`src/rtl/sc_to_binary_multi_if.sv`:
```
// Host-side port bundle of the stochastic-to-binary converter: control, SC sample
// inputs and the valid/ready result channel.
interface sc_to_binary_multi_if #(
  parameter int CHANNELS = 4,
  parameter int SCALE_W  = 9
);
  localparam int OUT_W = SCALE_W + 1;

  logic                      start;
  logic                      clear;
  logic [SCALE_W-1:0]        maxnum;
  logic                      sc_valid;
  logic [CHANNELS-1:0]       sc_bit;
  logic                      busy;
  logic                      out_valid;
  logic                      out_ready;
  logic [CHANNELS*OUT_W-1:0] bnum;

  modport master (
    output start, clear, maxnum, sc_valid, sc_bit, out_ready,
    input  busy, out_valid, bnum
  );

  modport slave (
    input  start, clear, maxnum, sc_valid, sc_bit, out_ready,
    output busy, out_valid, bnum
  );
endinterface

```
`src/rtl/sc_to_binary_multi.sv`:
```
// Multi-channel stochastic-to-binary converter: counts ones over 2**LOG_LEN valid samples
// and scales by maxnum. Define SC_BIPOLAR_EN for signed bipolar decoding.
module sc_to_binary_multi #(
  parameter int CHANNELS = 4,
  parameter int LOG_LEN  = 8,
  parameter int SCALE_W  = 9
) (
  input logic                 clk,
  input logic                 rst_n,
  sc_to_binary_multi_if.slave bus
);
  localparam int OUT_W = SCALE_W + 1;
  localparam int CNT_W = LOG_LEN + 1;
`ifdef SC_BIPOLAR_EN
  localparam int PROD_W = LOG_LEN + 3 + SCALE_W + 1;
  localparam logic [CNT_W-1:0] L_CNT = CNT_W'(1 << LOG_LEN);
`else
  localparam int PROD_W = CNT_W + SCALE_W;
`endif
  localparam logic [CNT_W-1:0] LAST = CNT_W'((1 << LOG_LEN) - 1);

  typedef enum logic [1:0] {IDLE, ACCUM, SCALE, DONE} state_t;

  state_t                    state;
  state_t                    state_nx;
  logic [SCALE_W-1:0]        maxnum_q;
  logic [CNT_W-1:0]          ones_q [CHANNELS];
  logic [CNT_W-1:0]          sample_q;
  logic [PROD_W-1:0]         prod_d [CHANNELS];
  logic [PROD_W-1:0]         prod_q [CHANNELS];
  logic                      load_q;
  logic                      out_valid_q;
  logic [CHANNELS*OUT_W-1:0] bnum_q;
  logic [CHANNELS*OUT_W-1:0] bnum_d;
  logic                      last_sample;
  logic                      handshake;

  assign last_sample   = (state == ACCUM) && bus.sc_valid && (sample_q == LAST);
  assign handshake     = out_valid_q && bus.out_ready;
  assign bus.busy      = (state == ACCUM) || (state == SCALE);
  assign bus.out_valid = out_valid_q;
  assign bus.bnum      = bnum_q;

  // Next-state logic; clear overrides every other transition.
  always_comb begin
    state_nx = state;
    case (state)
      IDLE:    if (bus.start) state_nx = ACCUM;
      ACCUM:   if (last_sample) state_nx = SCALE;
      SCALE:   state_nx = DONE;
      DONE:    if (handshake) state_nx = IDLE;
      default: state_nx = IDLE;
    endcase
    if (bus.clear) state_nx = IDLE;
  end

`ifdef SC_BIPOLAR_EN
  logic signed [PROD_W-1:0] diff_ext [CHANNELS];
  logic signed [PROD_W-1:0] max_ext;
  logic signed [LOG_LEN+2:0] diff [CHANNELS];

  // Bipolar value is 2*ones - L, scaled as a signed product.
  always_comb begin
    max_ext = PROD_W'($signed({1'b0, maxnum_q}));
    for (int i = 0; i < CHANNELS; i++) begin
      diff[i]     = $signed({1'b0, ones_q[i], 1'b0}) - $signed({2'b00, L_CNT});
      diff_ext[i] = PROD_W'(diff[i]);
      prod_d[i]   = diff_ext[i] * max_ext;
    end
  end

  always_comb begin
    bnum_d = '0;
    for (int i = 0; i < CHANNELS; i++)
      bnum_d[i*OUT_W +: OUT_W] = OUT_W'($signed(prod_q[i]) >>> LOG_LEN);
  end
`else
  always_comb begin
    for (int i = 0; i < CHANNELS; i++)
      prod_d[i] = PROD_W'(ones_q[i]) * PROD_W'(maxnum_q);
  end

  // Truncating divide by L; the result never exceeds maxnum so the lane MSB is zero.
  always_comb begin
    bnum_d = '0;
    for (int i = 0; i < CHANNELS; i++)
      bnum_d[i*OUT_W +: OUT_W] = {1'b0, SCALE_W'(prod_q[i] >> LOG_LEN)};
  end
`endif

  always_ff @(posedge clk or negedge rst_n) begin
    if (!rst_n) begin
      state <= IDLE;
    end else begin
      state <= state_nx;
    end
  end

  // Products are registered in SCALE; bnum and out_valid load one cycle later in DONE.
  always_ff @(posedge clk or negedge rst_n) begin
    if (!rst_n) begin
      maxnum_q    <= '0;
      sample_q    <= '0;
      load_q      <= 1'b0;
      out_valid_q <= 1'b0;
      bnum_q      <= '0;
      for (int i = 0; i < CHANNELS; i++) begin
        ones_q[i] <= '0;
        prod_q[i] <= '0;
      end
    end else begin
      load_q <= 1'b0;
      if (bus.clear) begin
        sample_q    <= '0;
        out_valid_q <= 1'b0;
        for (int i = 0; i < CHANNELS; i++) ones_q[i] <= '0;
      end else begin
        case (state)
          IDLE: begin
            if (bus.start) begin
              maxnum_q <= bus.maxnum;
              sample_q <= '0;
              for (int i = 0; i < CHANNELS; i++) ones_q[i] <= '0;
            end
          end
          ACCUM: begin
            if (bus.sc_valid) begin
              sample_q <= sample_q + 1'b1;
              for (int i = 0; i < CHANNELS; i++)
                ones_q[i] <= ones_q[i] + CNT_W'(bus.sc_bit[i]);
            end
          end
          SCALE: begin
            load_q <= 1'b1;
            for (int i = 0; i < CHANNELS; i++) prod_q[i] <= prod_d[i];
          end
          DONE: begin
            if (load_q) begin
              bnum_q      <= bnum_d;
              out_valid_q <= 1'b1;
            end else if (handshake) begin
              out_valid_q <= 1'b0;
            end
          end
          default: ;
        endcase
      end
    end
  end
endmodule

```
`src/flat_wrapper.sv`:
```
// flat-port wrapper written by rule: the top's interface ports become plain ports
module sc_to_binary_multi_flat 
#(
  parameter int CHANNELS = 4,
  parameter int LOG_LEN  = 8,
  parameter int SCALE_W  = 9
)
  (clk, rst_n, bus_start, bus_clear, bus_maxnum, bus_sc_valid, bus_sc_bit, bus_out_ready, bus_busy, bus_out_valid, bus_bnum);
  sc_to_binary_multi_if #(.CHANNELS(CHANNELS), .SCALE_W(SCALE_W)) bus_i ();
  input logic clk;
  input logic rst_n;
  input wire logic [$bits(bus_i.start)-1:0] bus_start;
  input wire logic [$bits(bus_i.clear)-1:0] bus_clear;
  input wire logic [$bits(bus_i.maxnum)-1:0] bus_maxnum;
  input wire logic [$bits(bus_i.sc_valid)-1:0] bus_sc_valid;
  input wire logic [$bits(bus_i.sc_bit)-1:0] bus_sc_bit;
  input wire logic [$bits(bus_i.out_ready)-1:0] bus_out_ready;
  output wire logic [$bits(bus_i.busy)-1:0] bus_busy;
  output wire logic [$bits(bus_i.out_valid)-1:0] bus_out_valid;
  output wire logic [$bits(bus_i.bnum)-1:0] bus_bnum;
  assign bus_i.start = bus_start;
  assign bus_i.clear = bus_clear;
  assign bus_i.maxnum = bus_maxnum;
  assign bus_i.sc_valid = bus_sc_valid;
  assign bus_i.sc_bit = bus_sc_bit;
  assign bus_i.out_ready = bus_out_ready;
  assign bus_busy = bus_i.busy;
  assign bus_out_valid = bus_i.out_valid;
  assign bus_bnum = bus_i.bnum;
  sc_to_binary_multi #(.CHANNELS(CHANNELS), .LOG_LEN(LOG_LEN), .SCALE_W(SCALE_W)) u_core (.clk(clk), .rst_n(rst_n), .bus(bus_i));
endmodule
```
`config.mk`:
```
export PLATFORM = sky130hd
export DESIGN_NAME = sc_to_binary_multi_flat
export DESIGN_NICKNAME = d
export VERILOG_FILES = /design/src/rtl/sc_to_binary_multi_if.sv /design/src/rtl/sc_to_binary_multi.sv /design/src/flat_wrapper.sv
export SDC_FILE = /design/constraint.sdc
export NUM_CORES = 1
export LEC_CHECK = 0
export BUFFER_PORTS_ARGS = -buffer_cell sky130_fd_sc_hd__clkbuf_2
export CELL_PAD_IN_SITES_DETAIL_PLACEMENT = 1
export CELL_PAD_IN_SITES_GLOBAL_PLACEMENT = 2
export CORE_ASPECT_RATIO = 0.75
export CORE_UTILIZATION = 37
export CTS_CLUSTER_DIAMETER = 120
export DETAILED_ROUTE_END_ITERATION = 7
export PLACE_DENSITY_LB_ADDON = 0.1
export SYNTH_ARGS = -nofsm -noshare
export SYNTH_HDL_FRONTEND = slang
export SYNTH_SLANG_ARGS = --single-unit
```
`constraint.sdc`:
```
create_clock -name clk -period 4.6 [get_ports clk]
set_input_delay 0.92 -clock clk [delete_from_list [all_inputs] [get_ports clk]]
set_output_delay 0.92 -clock clk [all_outputs]
set_load 0.005 [all_outputs]
```
-- Yosys cells after proc, flatten, opt, wreduce, memory -nomap -nowiden
Index checks and enable logic that the tools add are counted.
- bits of input ports: 19
- output and inout bits: 42
- word-level logic and storage cells: 65
- bits in registers: 162
- bitwise gates (word level): 1
- reduce and logical (&&, ||, !) cells: 14
- multipliers: 4
- add/sub/neg operators: 5
- muxes and demuxes: 19
- equal/unequal tests: 8
- operators with widths (cell ; count):
    $mux 36 ; 3
    $pmux 36 s2 ; 1
    $mul 9x9->17 ; 4
    $add 9x1->9 ; 4
    $mux 9 ; 3
    $pmux 9 s2 ; 1
    $reduce_and 3->1 ; 4
    $add 9x1->9 const B ; 1
    $eq 9x8->1 const B ; 1
    $mux 2 ; 4
    $pmux 2 s4 ; 1
    $mux 1 ; 6
    $ne 3x2->1 const B ; 2
    $ne 3x3->1 const B ; 2
    $reduce_bool 3->1 ; 2
    $eq 2x2->1 const B ; 2
    $reduce_and 2->1 ; 2
    $logic_and 1x1->1 ; 3
    $eq 2x1->1 const B ; 1
    $logic_not 2->1 ; 1
    $reduce_bool 2->1 ; 1
    $logic_or 1x1->1 ; 1
    $not 1->1 ; 1

-- Longest topological paths before layout
- depth after elaboration: 6
- mapped depth: 18

-- Worst setup path before layout
Ideal clock, no wire load.
- path kind: reg-to-reg
- from: register u_core.maxnum_q[2]
- to: register u_core.prod_q, in the netlist u_core.bnum_d[8]
- setup time: 130 ps
- path slack: -64 ps
- stages on the path, launching flop included: 18
- path buffers: 2
- arrival time: 4534 ps
- data required time: 4470 ps
- cells stage by stage: dfrtp_1 clkbuf_1 clkbuf_1 nand2_1 fa_1 inv_1 fa_1 inv_1 fa_1 inv_1 fa_1 ha_1 or4_1 a2111oi_2 a221o_2 o221ai_2 xnor2_1 o21ai_1
- longest elaborated chain between the ends: 1
- ends and longest elaborated chain (item ; RTL line ; RTL):
    start, declared ; sc_to_binary_multi.sv:26 ; logic [SCALE_W-1:0] maxnum_q;
    start signal, assigned ; sc_to_binary_multi.sv:121 ; maxnum_q <= bus.maxnum;
    $mul 9x9->17 ; sc_to_binary_multi.sv:80 ; prod_d[i] = PROD_W'(ones_q[i]) * PROD_W'(maxnum_q);
    end signal, assigned by index ; sc_to_binary_multi.sv:109 ; prod_q[i] <= '0;
    end, declared ; sc_to_binary_multi.sv:30 ; logic [PROD_W-1:0] prod_q [CHANNELS];
Every way passes these cells.
A chain may end at the register's enable or synchronous reset.

-- Worst setup path in the final report
- from: register u_core.maxnum_q[2]
- to: register u_core.prod_q, in the netlist u_core.bnum_d[5]
The elaborated chain is that of the path after synthesis.

==> flow_summary.toml <==
[timing]
fmax_ghz = 0.221
relSlewSlack = 0.242
post-route-period-util = 0.985
hold_violations = 0
setup-tns-final_ns = 0
worst_pin_slew_ns = 1.13
slew_violations = 0
skew_ns = 0.0182
rsz0062_at_grt = "true"
setup_violations = 0
fin_crit_ns = 4.53
worst_slack_ns = 0.0708

[synth]
ys_seq_area_frac = 0.216
ys_seq_elements = 130
synth_edf_count = 0
yosysWarningCount = 0
syn_area_um2 = 15100
syn-instance-count = 1650
yosysUniqueCellTypes = 61
ys_async_sr_fraction = 1.00
synth-main-ff-cell = "dfrtp_1"
synth_area_per_cell_um2 = 9.13

[cts]
cts.path.max_buffers = 2
ctsRootBufferMaster = "clkbuf_16"
cts_tree = "built"
htreeDepth = 4
cts_num_sinks = 130
clkTransAtPathRegs_ns = 0.06
cts_made_buffers = 17
clk_latency_ns = 0.45

[final_layout]
final_net_count = 2115
utilization = 0.446
syn_to_final_growth_pct = 18.0
final_cells = 2294
drive_gt1_frac = 0.202
diodes = 0

[worst_setup_path]
cpMostUsedCell = "fa_1"
path_buf_inv = 4
worst-setup-path-type = "flop to flop"
regToRegEndpoint = "u_core.bnum_d[5]$_DFFE_PN0P_"
rr_worst_depth = 16
cp.arrival_ns = 4.83
end_kind = "flop"
cp_max_fo = 5
crit_path_cell_trace = "nand2_2, fa_1, inv_1, fa_1, fa_1, inv_1, fa_1, inv_1, ha_2, or4_4, a2111oi_4, a221o_2, buf_12, o21ai_2, xnor2_1, o21ai_1"
start_kind = "flop"
ff2ff_setup_slack_ns = 0.07
critPathTopFamily = "adder cells"
timing.rr.start = "u_core.maxnum_q[2]$_DFFE_PN0P_"
crit_required_ns = 4.90
cp_slowest_stage_delay_ns = 0.54
cp_slowest_cell = "fa_1"

[placement]
place_congestion = 0.817
dp_hpwl_um = 31300
dp_cells = 2242
portBuffers = 56
pre_cts_slack_ns = -0.113

[power_and_ir_drop]
p_comb_frac = 0.386
powerDensity_nw_per_um2 = 243
peakVddDrop_uv = 279
seq_power_share = 0.312
pwr-share-clk = 0.301
p_int_w = 0.00265
p_leak_nw = 9.25
power_switching_w = 0.00166
netSwitchingFraction = 0.386

[floorplan]
dieArea_um2 = 41500
start_util = 0.378
die_h_um = 177
coreArea_um2 = 39800
dieWidth_um = 235
rows = 63
num_io_pins = 61

[detailed_routing]
drt_iter0_markers = 391
vias = 11200
drc_errors = 0
antenna_left = 0
wl_per_cell_um = 17.2
via_per_inst = 4.89
firstDrtPassIters = 4
routed_wl_um = 39600

[global_route]
grt.total_usage = 0.200
grt_pass1_wl_um = 65500
grt_max_degree = 88
grt-ovfl-total = 0
antenna_found_initial = 0
grt_pass1_vias = 12200

[hold_path]
hold_depth = 2
whs_endpoint = "u_core.sample_q[8]$_DFFE_PN0P_"
hp-start = "u_core.sample_q[8]$_DFFE_PN0P_"
hold_path_class = "flop to flop"

[run_status]
status = "finished, final reports clean"

[flow_run]
drv_cap = 0
-- registers in the layout, summed over array words and instances, names as in the netlist --
signal,flops
u_core.bnum_d,36
u_core.bus.bnum,36
u_core.bus.out_valid,1
u_core.load_q,1
u_core.maxnum_q,9
u_core.ones_q,36
u_core.sample_q,9
u_core.state,2
-- routing by layer --
layer | track usage | part of all wire | vias to the layer above
li1 | - | - | 5388
met1 | 0.295 | 0.52 | 5698
met2 | 0.306 | 0.44 | 112
met3 | 0.0315 | 0.036 | 21
met4 | 0.0480 | 0.0083 | 0
met5 | 0 | 0 | -
-- worst max-delay path by stage --
| stage | cells past startpoint | startpoint | slack [ns] | to |
|---|---|---|---|---|
| finish | 16 | u_core.maxnum_q[2]$_DFFE_PN0P_ | 0.07 | u_core.bnum_d[5]$_DFFE_PN0P_ |
| detailed placement | 15 | u_core.ones_q[34]$_DFFE_PN0P_ | -0.11 | u_core.bnum_d[4]$_DFFE_PN0P_ |
| global placement | 15 | u_core.ones_q[34]$_DFFE_PN0P_ | -0.007 | u_core.bnum_d[4]$_DFFE_PN0P_ |
| floorplan | 16 | u_core.maxnum_q[0]$_DFFE_PN0P_ | 0.006 | u_core.bnum_d[8]$_DFFE_PN0P_ |
| CTS | 16 | u_core.maxnum_q[0]$_DFFE_PN0P_ | 0.003 | u_core.bnum_d[38]$_DFFE_PN0P_ |
| global route | 16 | u_core.maxnum_q[7]$_DFFE_PN0P_ | -0.11 | u_core.bnum_d[36]$_DFFE_PN0P_ |
-- cells in the final DEF (no fill, tap or decap), types with 13 or more instances in the layout --
master     synthesis  layout
inv_1            268     253
nand2_1          242     235
fa_1             192     187
and2_1           166     164
ha_1             142     128
dfrtp_1          130     118
buf_4              4     101
o21ai_0           98      90
clkbuf_2           0      55
mux2_2            46      46
nor2_1            42      40
xnor2_1           33      30
and3_1            20      20
clkbuf_16          0      19
o21ai_1           12      17
xor2_1            17      17
buf_6              0      17
a21oi_1           24      16
inv_2              0      15
a31oi_1           15      13
-- cells by family (layout without fill, tap and decap cells) --
group / count (synthesis) / after routing / synth area share
AO/OA/AOI/OAI: 203 / 203 / 0.0832
XOR/XNOR: 50 / 50 / 0.0291
adder cells (fa/ha/maj): 334 / 334 / 0.373
buffers and inverters: 362 / 483 / 0.0917
flip-flops: 130 / 130 / 0.216
multiplexers: 49 / 49 / 0.0364
other: 1 / 4 / 0.000249
AND/OR/NAND/NOR: 521 / 521 / 0.170
-- power by group through the flow --
| stage | Sequential [W] | Clock [W] | Combinational (W) |
|---|---|---|---|
| floorplan | 0.00130 | 0 | 0.000733 |
| global placement | 0.00134 | 0 | 0.00145 |
| detailed placement | 0.00135 | 0 | 0.00146 |
| CTS | 0.00133 | 0.00134 | 0.00148 |
| global route | 0.00136 | 0.00138 | 0.00181 |
| finish | 0.00135 | 0.00130 | 0.00167 |
-- what timing repair did --
action | CTS | global route
pin swaps | 6 | 67
hold endpoints to repair | 0 | 0
setup endpoints to repair | 9 | 28
hold buffers | 0 | 0
gates cloned | 0 | 2
setup buffers | 3 | 16
resized for setup | 9 | 118
-- synth_stat cells (2+ instances only) --
| master | number | area [um2] |
|---|---|---|
| xnor2_1 | 33 | 289 |
| clkbuf_1 | 79 | 297 |
| a2111oi_2 | 2 | 30.0 |
| nand3_1 | 8 | 40.0 |
| fa_1 | 192 | 3840 |
| nand3b_1 | 2 | 15.0 |
| nor2_1 | 42 | 158 |
| ha_1 | 142 | 1780 |
| a31oi_1 | 15 | 93.8 |
| and3_1 | 20 | 125 |
| nand4b_1 | 2 | 17.5 |
| o21ai_1 | 12 | 60.1 |
| a21oi_1 | 24 | 120 |
| nand2_1 | 242 | 908 |
| xor2_1 | 17 | 149 |
| o21bai_1 | 5 | 37.5 |
| mux2i_1 | 3 | 30.0 |
| nand2b_1 | 5 | 31.3 |
| o21a_1 | 4 | 30.0 |
| nor3_1 | 7 | 35.0 |
| a211oi_2 | 2 | 25.0 |
| buf_2 | 6 | 30.0 |
| inv_1 | 268 | 1010 |
| o21ai_0 | 98 | 490 |
| buf_1 | 5 | 18.8 |
| or4_1 | 3 | 22.5 |
| or3_1 | 4 | 25.0 |
| a21o_1 | 10 | 75.1 |
| nor4_1 | 2 | 12.5 |
| and2_1 | 166 | 1040 |
| buf_4 | 4 | 30.0 |
| and4b_1 | 2 | 20.0 |
| a22oi_1 | 2 | 15.0 |
| o31ai_1 | 7 | 52.6 |
| a211oi_1 | 4 | 30.0 |
| nand4_1 | 12 | 75.1 |
| dfrtp_1 | 130 | 3250 |
| mux2_2 | 46 | 518 |
-- stage by stage --
| step | power (W) | instance area [um2] | hold slack [ns] |
|---|---|---|---|
| after floorplan | 0.00203 | 15100 | 0.442 |
| after global placement | 0.00278 | 16500 | 0.461 |
| after detailed placement | 0.00281 | 16500 | 0.469 |
| after CTS | 0.00414 | 17100 | 0.482 |
| after global routing | 0.00455 | 17800 | 0.492 |
| final | 0.00431 | 17800 | 0.476 |
-- final cells by class --
cell class / instances / area [um2]
Clock buffer: 17 / 425
Tap cell: 520 / 651
Sequential cell: 130 / 3270
Inverter: 268 / 1010
Fill cell: 4577 / 22000
Multi-Input combinational cell: 1161 / 10800
Timing Repair Buffer: 184 / 1450
Clock inverter: 14 / 119
-- worst register-to-register path, delay by kind of cell (launching register included) --
kind                     cells  cell delay [ns]
AO/OA/AOI/OAI                4             0.64
XOR/XNOR                     1             0.19
adder cells (fa/ha/maj)      5             2.17
buffers and inverters        4             0.27
flip-flops                   1             0.50
AND/OR/NAND/NOR              2             0.62
Note: power is estimated with default switching activity, not from simulation.
